File: src/rtl/mac_frame_accum_pkg.sv
// mac_acc_pkg: shared constants, FSM state type and max-tracker record for
// the MAC frame accumulator and its helper stages.
//
// Optional feature macro: MAC_ACC_MAX_TRACK_EN (max tracker record is always
// declared; only the accumulator decides whether to use it).
package mac_acc_pkg;

  localparam int DATA_W    = 17;  // width of one MAC result
  localparam int FRAME_LEN = 10;  // results per frame, 2..16
  localparam int SUM_W     = 21;  // DATA_W+4 holds 16 full-scale results
  localparam int IDX_W     = 4;   // beat index within a frame
  localparam int FRAME_W   = 8;   // frame sequence counter width

  typedef enum logic {
    IDLE  = 1'b0,
    ACCUM = 1'b1
  } acc_state_e;

  typedef struct packed {
    logic [DATA_W-1:0] max_val;
    logic [IDX_W-1:0]  max_idx;
  } max_trk_t;

  // Strict greater-than keeps the first occurrence on ties; 'first' restarts
  // the tracker on the opening beat of a frame.
  function automatic max_trk_t max_trk_update(max_trk_t cur,
                                              logic [DATA_W-1:0] val,
                                              logic [IDX_W-1:0] idx,
                                              logic first);
    max_trk_t nxt;
    nxt = cur;
    if (first || (val > cur.max_val)) begin
      nxt.max_val = val;
      nxt.max_idx = idx;
    end
    return nxt;
  endfunction

endpackage

File: src/rtl/mac_frame_accum_if.sv
// mac_frame_accum_if: input beat stream (valid/ready) and frame result
// (valid/ready) of the MAC frame accumulator.
//   master : producer of beats / consumer of results (upstream + sink)
//   slave  : the accumulator
// Optional feature macro: MAC_ACC_MAX_TRACK_EN adds out_max / out_max_idx.
interface mac_frame_accum_if;
  import mac_acc_pkg::*;

  logic                in_valid;
  logic [DATA_W-1:0]   in_data;
  logic                in_ready;
  logic                out_valid;
  logic                out_ready;
  logic [SUM_W-1:0]    out_sum;
  logic [FRAME_W-1:0]  out_frame;
`ifdef MAC_ACC_MAX_TRACK_EN
  logic [DATA_W-1:0]   out_max;
  logic [IDX_W-1:0]    out_max_idx;

  modport master (
    output in_valid, in_data, out_ready,
    input  in_ready, out_valid, out_sum, out_frame, out_max, out_max_idx
  );
  modport slave (
    input  in_valid, in_data, out_ready,
    output in_ready, out_valid, out_sum, out_frame, out_max, out_max_idx
  );
`else
  modport master (
    output in_valid, in_data, out_ready,
    input  in_ready, out_valid, out_sum, out_frame
  );
  modport slave (
    input  in_valid, in_data, out_ready,
    output in_ready, out_valid, out_sum, out_frame
  );
`endif

endinterface

File: src/rtl/mac_frame_accum_out_reg.sv
// mac_acc_out_reg: single-entry valid/ready holding register.
//   clk, reset : clock, async active-high reset (clears valid and data)
//   load       : capture load_data this cycle (wins over a drain)
//   load_data  : payload to capture
//   ready      : consumer takes the held payload when valid
//   valid/data : held payload
// The caller must only assert load when the register is empty or is being
// drained in the same cycle; the payload is stable while valid && !ready.
module mac_acc_out_reg #(
  parameter int W = 8
) (
  input  logic         clk,
  input  logic         reset,
  input  logic         load,
  input  logic [W-1:0] load_data,
  input  logic         ready,
  output logic         valid,
  output logic [W-1:0] data
);

  always_ff @(posedge clk or posedge reset) begin
    if (reset) begin
      valid <= 1'b0;
      data  <= '0;
    end else if (load) begin
      valid <= 1'b1;
      data  <= load_data;
    end else if (valid && ready) begin
      valid <= 1'b0;
    end
  end

endmodule

File: src/rtl/mac_frame_accum.sv
// mac_frame_accum: sums FRAME_LEN unsigned MAC results per frame and hands
// the sum plus an 8-bit wrapping frame number to a valid/ready output.
//   clk   : system clock, rising edge
//   reset : asynchronous, active-high; drops any partial or pending frame
//   bus   : mac_frame_accum_if.slave (in_valid/in_data/in_ready,
//           out_valid/out_ready/out_sum/out_frame[/out_max/out_max_idx])
// Optional feature macro: MAC_ACC_MAX_TRACK_EN adds per-frame max value and
// its 0-based beat index, registered alongside the sum.
//
// state | meaning
// IDLE  | no beats of the current frame yet (idx=0, acc=0)
// ACCUM | 1..FRAME_LEN-1 beats collected, acc holds their sum
module mac_frame_accum
  import mac_acc_pkg::*;
(
  input logic               clk,
  input logic               reset,
  mac_frame_accum_if.slave  bus
);

  localparam logic [IDX_W-1:0] LAST_IDX = IDX_W'(FRAME_LEN - 1);
`ifdef MAC_ACC_MAX_TRACK_EN
  localparam int PAY_W = DATA_W + IDX_W + FRAME_W + SUM_W;
`else
  localparam int PAY_W = FRAME_W + SUM_W;
`endif

  acc_state_e          state_q, state_d;
  logic [SUM_W-1:0]    acc_q, acc_d;
  logic [IDX_W-1:0]    idx_q, idx_d;
  logic [FRAME_W-1:0]  frame_q, frame_d;
  logic [SUM_W-1:0]    sum_next;
  logic                in_ready;
  logic                beat;
  logic                load;
  logic                out_valid;
  logic [PAY_W-1:0]    pay_d, pay_q;

  // Only the closing beat needs the output register, so only it can stall.
  assign in_ready = !((state_q == ACCUM) && (idx_q == LAST_IDX) &&
                      out_valid && !bus.out_ready);
  assign beat     = bus.in_valid && in_ready;
  assign sum_next = acc_q + SUM_W'(bus.in_data);

  always_ff @(posedge clk or posedge reset) begin
    if (reset) begin
      state_q <= IDLE;
      acc_q   <= '0;
      idx_q   <= '0;
      frame_q <= '0;
    end else begin
      state_q <= state_d;
      acc_q   <= acc_d;
      idx_q   <= idx_d;
      frame_q <= frame_d;
    end
  end

  always_comb begin
    state_d = state_q;
    acc_d   = acc_q;
    idx_d   = idx_q;
    frame_d = frame_q;
    load    = 1'b0;
    case (state_q)
      IDLE: begin
        if (beat) begin
          acc_d   = SUM_W'(bus.in_data);
          idx_d   = IDX_W'(1);
          state_d = ACCUM;
        end
      end
      ACCUM: begin
        if (beat) begin
          if (idx_q == LAST_IDX) begin
            load    = 1'b1;
            frame_d = frame_q + FRAME_W'(1);
            acc_d   = '0;
            idx_d   = '0;
            state_d = IDLE;
          end else begin
            acc_d = sum_next;
            idx_d = idx_q + IDX_W'(1);
          end
        end
      end
      default: state_d = IDLE;
    endcase
  end

`ifdef MAC_ACC_MAX_TRACK_EN
  max_trk_t trk_q, trk_next;

  assign trk_next = max_trk_update(trk_q, bus.in_data, idx_q, state_q == IDLE);

  always_ff @(posedge clk or posedge reset) begin
    if (reset) begin
      trk_q <= '0;
    end else if (beat) begin
      trk_q <= trk_next;
    end
  end

  // The closing beat itself is folded in via trk_next.
  assign pay_d = {trk_next.max_val, trk_next.max_idx, frame_q, sum_next};
  assign {bus.out_max, bus.out_max_idx, bus.out_frame, bus.out_sum} = pay_q;
`else
  assign pay_d = {frame_q, sum_next};
  assign {bus.out_frame, bus.out_sum} = pay_q;
`endif

  mac_acc_out_reg #(.W(PAY_W)) u_out_reg (
    .clk       (clk),
    .reset     (reset),
    .load      (load),
    .load_data (pay_d),
    .ready     (bus.out_ready),
    .valid     (out_valid),
    .data      (pay_q)
  );

  assign bus.in_ready  = in_ready;
  assign bus.out_valid = out_valid;

endmodule

File: src/flat_wrapper.sv
// flat-port wrapper written by rule: the top's interface ports become plain ports
module mac_frame_accum_flat import mac_acc_pkg::*;
  (clk, reset, bus_in_valid, bus_in_data, bus_out_ready, bus_in_ready, bus_out_valid, bus_out_sum, bus_out_frame);
  mac_frame_accum_if bus_i ();
  input logic clk;
  input logic reset;
  input wire logic [$bits(bus_i.in_valid)-1:0] bus_in_valid;
  input wire logic [$bits(bus_i.in_data)-1:0] bus_in_data;
  input wire logic [$bits(bus_i.out_ready)-1:0] bus_out_ready;
  output wire logic [$bits(bus_i.in_ready)-1:0] bus_in_ready;
  output wire logic [$bits(bus_i.out_valid)-1:0] bus_out_valid;
  output wire logic [$bits(bus_i.out_sum)-1:0] bus_out_sum;
  output wire logic [$bits(bus_i.out_frame)-1:0] bus_out_frame;
  assign bus_i.in_valid = bus_in_valid;
  assign bus_i.in_data = bus_in_data;
  assign bus_i.out_ready = bus_out_ready;
  assign bus_in_ready = bus_i.in_ready;
  assign bus_out_valid = bus_i.out_valid;
  assign bus_out_sum = bus_i.out_sum;
  assign bus_out_frame = bus_i.out_frame;
  mac_frame_accum u_core (.clk(clk), .reset(reset), .bus(bus_i));
endmodule
File: config.mk
export PLATFORM = sky130hd
export DESIGN_NAME = mac_frame_accum_flat
export DESIGN_NICKNAME = d
export VERILOG_FILES = /design/src/rtl/mac_frame_accum_pkg.sv /design/src/rtl/mac_frame_accum_if.sv /design/src/rtl/mac_frame_accum_out_reg.sv /design/src/rtl/mac_frame_accum.sv /design/src/flat_wrapper.sv
export SDC_FILE = /design/constraint.sdc
export NUM_CORES = 1
export LEC_CHECK = 0
export CORE_ASPECT_RATIO = 1.5
export CORE_MARGIN = 2
export CORE_UTILIZATION = 40
export CTS_CLUSTER_SIZE = 8
export DETAILED_ROUTE_END_ITERATION = 8
export SYNTH_ARGS = -nofsm -noshare
export SYNTH_HDL_FRONTEND = slang
export SYNTH_SLANG_ARGS = --single-unit
File: constraint.sdc
create_clock -name clk -period 3.2 [get_ports clk]
set_input_delay 0.64 -clock clk [delete_from_list [all_inputs] [get_ports clk]]
set_output_delay 0.64 -clock clk [all_outputs]
set_load 0.01 [all_outputs]
==> metrics, run 1 <==
run status finished clean; crit path kind in -> reg; NumNets Final about 500; clock sinks 64; Critical Path AT just over 3000 ps; Residual DRC 0; Core ar. slightly below 9000 sq um; Routed Antenna Nets 0; Most used DFF post-synth dfrtp_1; GP Congestion 0.874; max cap viols 0; Tmin final 2900 ps; via count around 3000; Final WS setup 302 ps; area growth from synthesis to final layout 27.0%; hold path start u_core.u_out_reg.data[3]; Worst Skew a little over 9 ps; count of final hold-check violations 0; CTS tree done; CP startpoint bus_in_data[0]; Seq/Total Area, Yosys a little under half; GRT busiest layer met2; grt met2 use about a third; Ys Warns 0; Synth area leaders dfrtp_1 45%, nand2_1 8.1%, ha_1 7.1%; Critical Path Source Type input pin; pwr dens ~960 nW/um^2; layout cells sized above 1 8.02%; Worst Path Required 3420 ps; met1 usage between 20% and 30%; crit-path max FO 3; Tot GR Track Use between 15 and 20%; WL/cell 15.1 um; routed vias/inst ~5.3; cell area after synthesis ~3500 sq um; Yosys cell types 48; Initial Util 40.5%; grt ovf 0; Mapped Cells slightly below 400; Clk pin slew, worst setup/hold paths 60 ps; Synth top area share 45.3%; most common cell in the synthesized netlist nand2_1; antenna cells 0; I/O Pins between 50 and 60; unrepaired setup endpoints after global routing false; Hold Crit Class reg -> reg; final WL approximately 8500 um; area occupied by multi-input gates 1860 sq um; Fmax around 0.35 GHz; placed insts around 550; Fin Setup TNS 0 ps; Max VDD drop around 0.55 mV; largest net degree at the start of global routing 40; met3 Track Usage GR 3.79%; # setup viols final 0; PortBufs 51; Leak 0.00209 uW; TritonRoute pass-1 iters 4; Post-CTS Resized 0; Hold WS about 470 ps; CP Capture Type flop; hold_buf cts 0; measured slew at the worst slew-check pin a little under 600 ps; Setup Fix Bufs, Post-CTS 0; crit share post-route approximately nine tenths; Max Slew Vio Count 0; hpwl dp approximately 6000 um; syn_area_per_cell 9.12 sq um; reg2reg start u_core.acc_q[0]; Starting DRT DRC Count 180; Worst slew margin 61.0%; clk_lat worst skew ~330 ps; Post-synth top cells 76 x nand2_1, 64 x dfrtp_1, 39 x o21ai_0; syn nets 430; first-pass GRT wire length around 14000 um; Rows between 40 and 50; pre-CTS setup slack -39.8 ps; Post-synth EDFFs 0; asr flop ratio synth 100%; fillers 893; DIE AREA 9630 sq um; Die H 119 um; cell taking the most area after synthesis dfrtp_1; design area ~4500 sq um; flops & latches, synth 64; Worst R2R Path Depth 9; vias in the first global route 3074; Reg area 1600 sq um; Hold Crit Depth 2; root buf cell clkbuf_16; Placed Area roughly 4200 sq um; H-tree depth 3; Die W about 81 um; antenna violations before repair 0; CTS buffer count 9; Max Buffers Root-to-Sink 2; Cell Count, Final, Fillers Out about 560
[layer usage]
| layer | wire length [um] | share of wire, % |
|---|---|---|
| met5 | 0 | 0 |
| met4 | 149 | 1.8 |
| met3 | 288 | 3.4 |
| met2 | 4350 | 51 |
| met1 | 3670 | 43 |
[report_power, final]
part	leakage, uW	switching [uW]	internal, uW	total, uW
Clock	0.000130	342	531	873
Sequential	0.000818	218	1130	1350
Combinational	0.00114	1120	959	2080
[placed cells by master, fill, tap and decap left out, drive strengths merged, types with 10 or more instances in the layout]
master	count
clkbuf	10
and3	17
nand2	76
nor2	17
ha	20
a21oi	34
buf	11
clkdlybuf4s50	51
o21ai	44
xnor2	13
dfrtp	64
nand3	12
[worst paths after layout]
check	endpoint	slack [ps]
worst max-delay path	u_core.acc_q[18]	300
worst min-delay path	u_core.u_out_reg.data[3]	470
worst max register to register	u_core.acc_q[14]	720
worst min register to register	u_core.u_out_reg.data[3]	470
max in group asynchronous	u_core.u_out_reg.data[13]	1890
min in group asynchronous	u_core.u_out_reg.data[22]	690
[sequential cells by signal, summed over array words and instances, names as in the netlist]
| name | cells |
|---|---|
| u_core.acc_q | 21 |
| u_core.frame_q | 8 |
| u_core.state_q | 1 |
| u_core.u_out_reg.data | 29 |
| u_core.idx_q | 4 |
| u_core.u_out_reg.valid | 1 |
[cell type report]
cell class,count,area share (%)
clock inverter,4,0.502
tap,110,3.06
timing repair buffer,62,13.5
inverter,6,0.502
sequential,64,35.7
clock buffer,10,5.32
multi-input combinational,303,41.5
[critical path, cell delays in order]
cell and delay (ps):
clkdlybuf4s50_1 490, ha_1 190, fa_1 200, a21oi_1 90
nand4b_1 240, a211oi_2 350, nor2_1 140, o41ai_2 450
o2111ai_1 160, nor2b_1 150
[cell families (layout without fill, tap and decap cells)]
group           count (synthesis)  in the layout  synth area share (%)
simple gates                  145            145                  19.0
compound gates                113            113                  19.8
flops                          64             64                  45.3
xor+xnor                       22             22                  5.45
fa+ha+maj                      21             21                  7.64
buf+inv                        21             82                  2.23
mux                             2              2                 0.601
[through the flow]
step,power [uW],util (%)
5_1_grt,4660,51.5
6_report,4300,51.5
3_3_place_gp,3400,48.5
4_1_cts,4340,51.5
2_1_floorplan,2710,-
3_5_place_dp,3450,48.5
No activity file was read; power rests on OpenSTA's default activity.
==> inputs of run 2 (changes only) <==
==> constraint.sdc (replaced) <==
create_clock -name clk -period 3.1 [get_ports clk]
set_input_delay 0.62 -clock clk [delete_from_list [all_inputs] [get_ports clk]]
set_output_delay 0.62 -clock clk [all_outputs]
set_load 0.01 [all_outputs]
==> metrics, run 2 (synthesis results as in run 1) <==
Clk pin slew, worst setup/hold paths 50 ps (about the same); Placed Area 4270 sq um (+1.1%); CTS tree done; Residual DRC 0 (unchanged); Leak 0.00212 uW (+1.6%); Max Slew Vio Count 0 (unchanged); hpwl dp 6180 um (+2.2%); Power Total 4540 uW (+5.7%); Max VDD drop 0.450 mV (-18%); PortBufs 51 (unchanged); CP Buf/Inv Count 1 (unchanged); unrepaired setup endpoints after global routing false; Setup Fix Bufs, Post-CTS 0 (unchanged); Core ar. 8720 sq um (unchanged); CP Capture Type flop; Die W 80.8 um (unchanged); area occupied by multi-input gates 1860 sq um (unchanged); Post-CTS Resized 0 (unchanged); clock sinks 64 (unchanged); Reg area 1600 sq um (unchanged); largest registers u_core.u_out_reg.data: 29 flops, u_core.acc_q: 21 flops, u_core.frame_q: 8 flops; Die H 119 um (unchanged); Hold Crit Class reg -> reg; Core Util, Final 52.3% (+0.79 points); GP Congestion 0.853 (-2.4%); commonest non-fill, non-tap cells in the layout 76 x nand2_1, 64 x dfrtp_1, 51 x clkdlybuf4s50_1; grt ovf 0 (unchanged); max reg flops 29 (unchanged); NumNets Final 494 (+1.2%); Fmax 0.346 GHz; Initial Util 40.5% (unchanged); hold path start u_core.u_out_reg.data[21]; measured slew at the worst slew-check pin 674 ps (+90.3 ps); Tmin final 2890 ps; Worst slew margin 54.9% (-6.1 points); Routed Antenna Nets 0 (unchanged); DIE AREA 9630 sq um (unchanged); antenna cells 0 (unchanged); crit share post-route about 93%; clk_lat worst skew 330 ps (about the same); # setup viols final 0 (unchanged); antenna violations before repair 0 (unchanged); via count 2951 (-0.67%); final WL 8570 um (+1.3%); largest net degree at the start of global routing 59 (+48%); crit path kind in -> reg; Biggest register u_core.u_out_reg.data; first-pass GRT wire length 14400 um (-0.43%); Critical Path Source Type input pin; most common cell after layout, fill and taps aside nand2_1; fillers 884 (-1.0%); I/O Pins 52 (unchanged); CP peak stage delay 440 ps (-50 ps); Worst Path Required 3350 ps (-70 ps); Tot GR Track Use 19.6% (+0.10 points); area growth from synthesis to final layout 28.9%; vias in the first global route 2989 (-2.8%); Largest delay share family, worst path compound AO/OA/AOI/OAI gates; hold_buf cts 0 (unchanged); H-tree depth 3 (unchanged); Critical Path AT 3140 ps (+30 ps); CP startpoint bus_in_data[0]; slowest CP cell clkdlybuf4s50_1; TritonRoute pass-1 iters 4 (unchanged); WL/cell 15.1 um (-0.18%); max cap viols 0 (unchanged); Starting DRT DRC Count 101 (-44%); layout cells sized above 1 9.41% (+1.4 points); pwr dens 995 nW/um^2 (+4.1%); Max Buffers Root-to-Sink 2 (unchanged); Critical Path, Cell by Cell clkdlybuf4s50_1 > ha_1 > fa_1 > a21oi_1 > nand4b_1 > a211oi_2 > o21ai_0 > a21boi_0 > o32a_1 > o21ai_1; Worst Skew 8.65 ps (-0.502 ps); design area 4560 sq um (+1.5%); CTS buffer count 9 (unchanged); reg2reg start u_core.acc_q[0]; run status finished clean; crit-path max FO 3 (unchanged); routed vias/inst 5.20 (-2.1%); count of final hold-check violations 0 (unchanged); root buf cell clkbuf_16; Rows 42 (unchanged); Hold WS 471 ps (-3.43 ps)
-- run 2: cell types whose count changed in the layout (fill, tap and decap cells not counted), sizes merged --
cell,previous run,this run
buf,11,17
clkbuf,10,12
clkinv,3,2
clkinvlp,1,2
-- run 2: cell type report --
| type | instances | share of cell area, % |
|---|---|---|
| inverters | 6 | 0.494 |
| multi-input cells | 303 | 40.8 |
| repair buffers | 68 | 14.3 |
| well taps | 110 | 3.02 |
| flip-flops and latches | 64 | 35.1 |
| clock inverters | 4 | 0.631 |
| clock buffers | 12 | 5.63 |
-- run 2: through the flow --
step | setup TNS [ps] | setup slack (ps) | std cells
4_1_cts | 0 | 217 | 567
2_1_floorplan | 0 | 561 | 388
3_3_place_gp | -305 | -85.6 | 551
6_report | 0 | 214 | 567
5_1_grt | 0 | 22.9 | 567
3_5_place_dp | -774 | -118 | 551
-- run 2: final timing paths --
path                       cells past startpoint  slack (ps)                   endpoint
setup / recovery                              10         210           u_core.acc_q[14]
hold / removal                                 2         470  u_core.u_out_reg.data[21]
setup reg to reg                               9         590           u_core.acc_q[14]
hold reg to reg                                2         470  u_core.u_out_reg.data[21]
max in group asynchronous                      3        2040  u_core.u_out_reg.data[11]
min in group asynchronous                      2         500  u_core.u_out_reg.data[27]
-- run 2: routing by layer --
metal	vias to the layer above	global-route usage (%)	wire length (um)
met2	48	32.9	4440
met1	1395	23.9	3660
met3	10	3.48	314
li1	1498	-	-
met4	0	9.22	159
met5	-	0	0
-- run 2: worst register-to-register path: cells and delay by family (launching register included) --
kind	cells	cell delay (ps)
fa+ha+maj	2	600
flops	1	380
simple gates	1	200
compound gates	6	1250
-- run 2: report_power, final --
group,internal [uW],total [uW],switching (uW)
registers,1160,1390,224
clock network,584,955,371
logic,1030,2190,1170
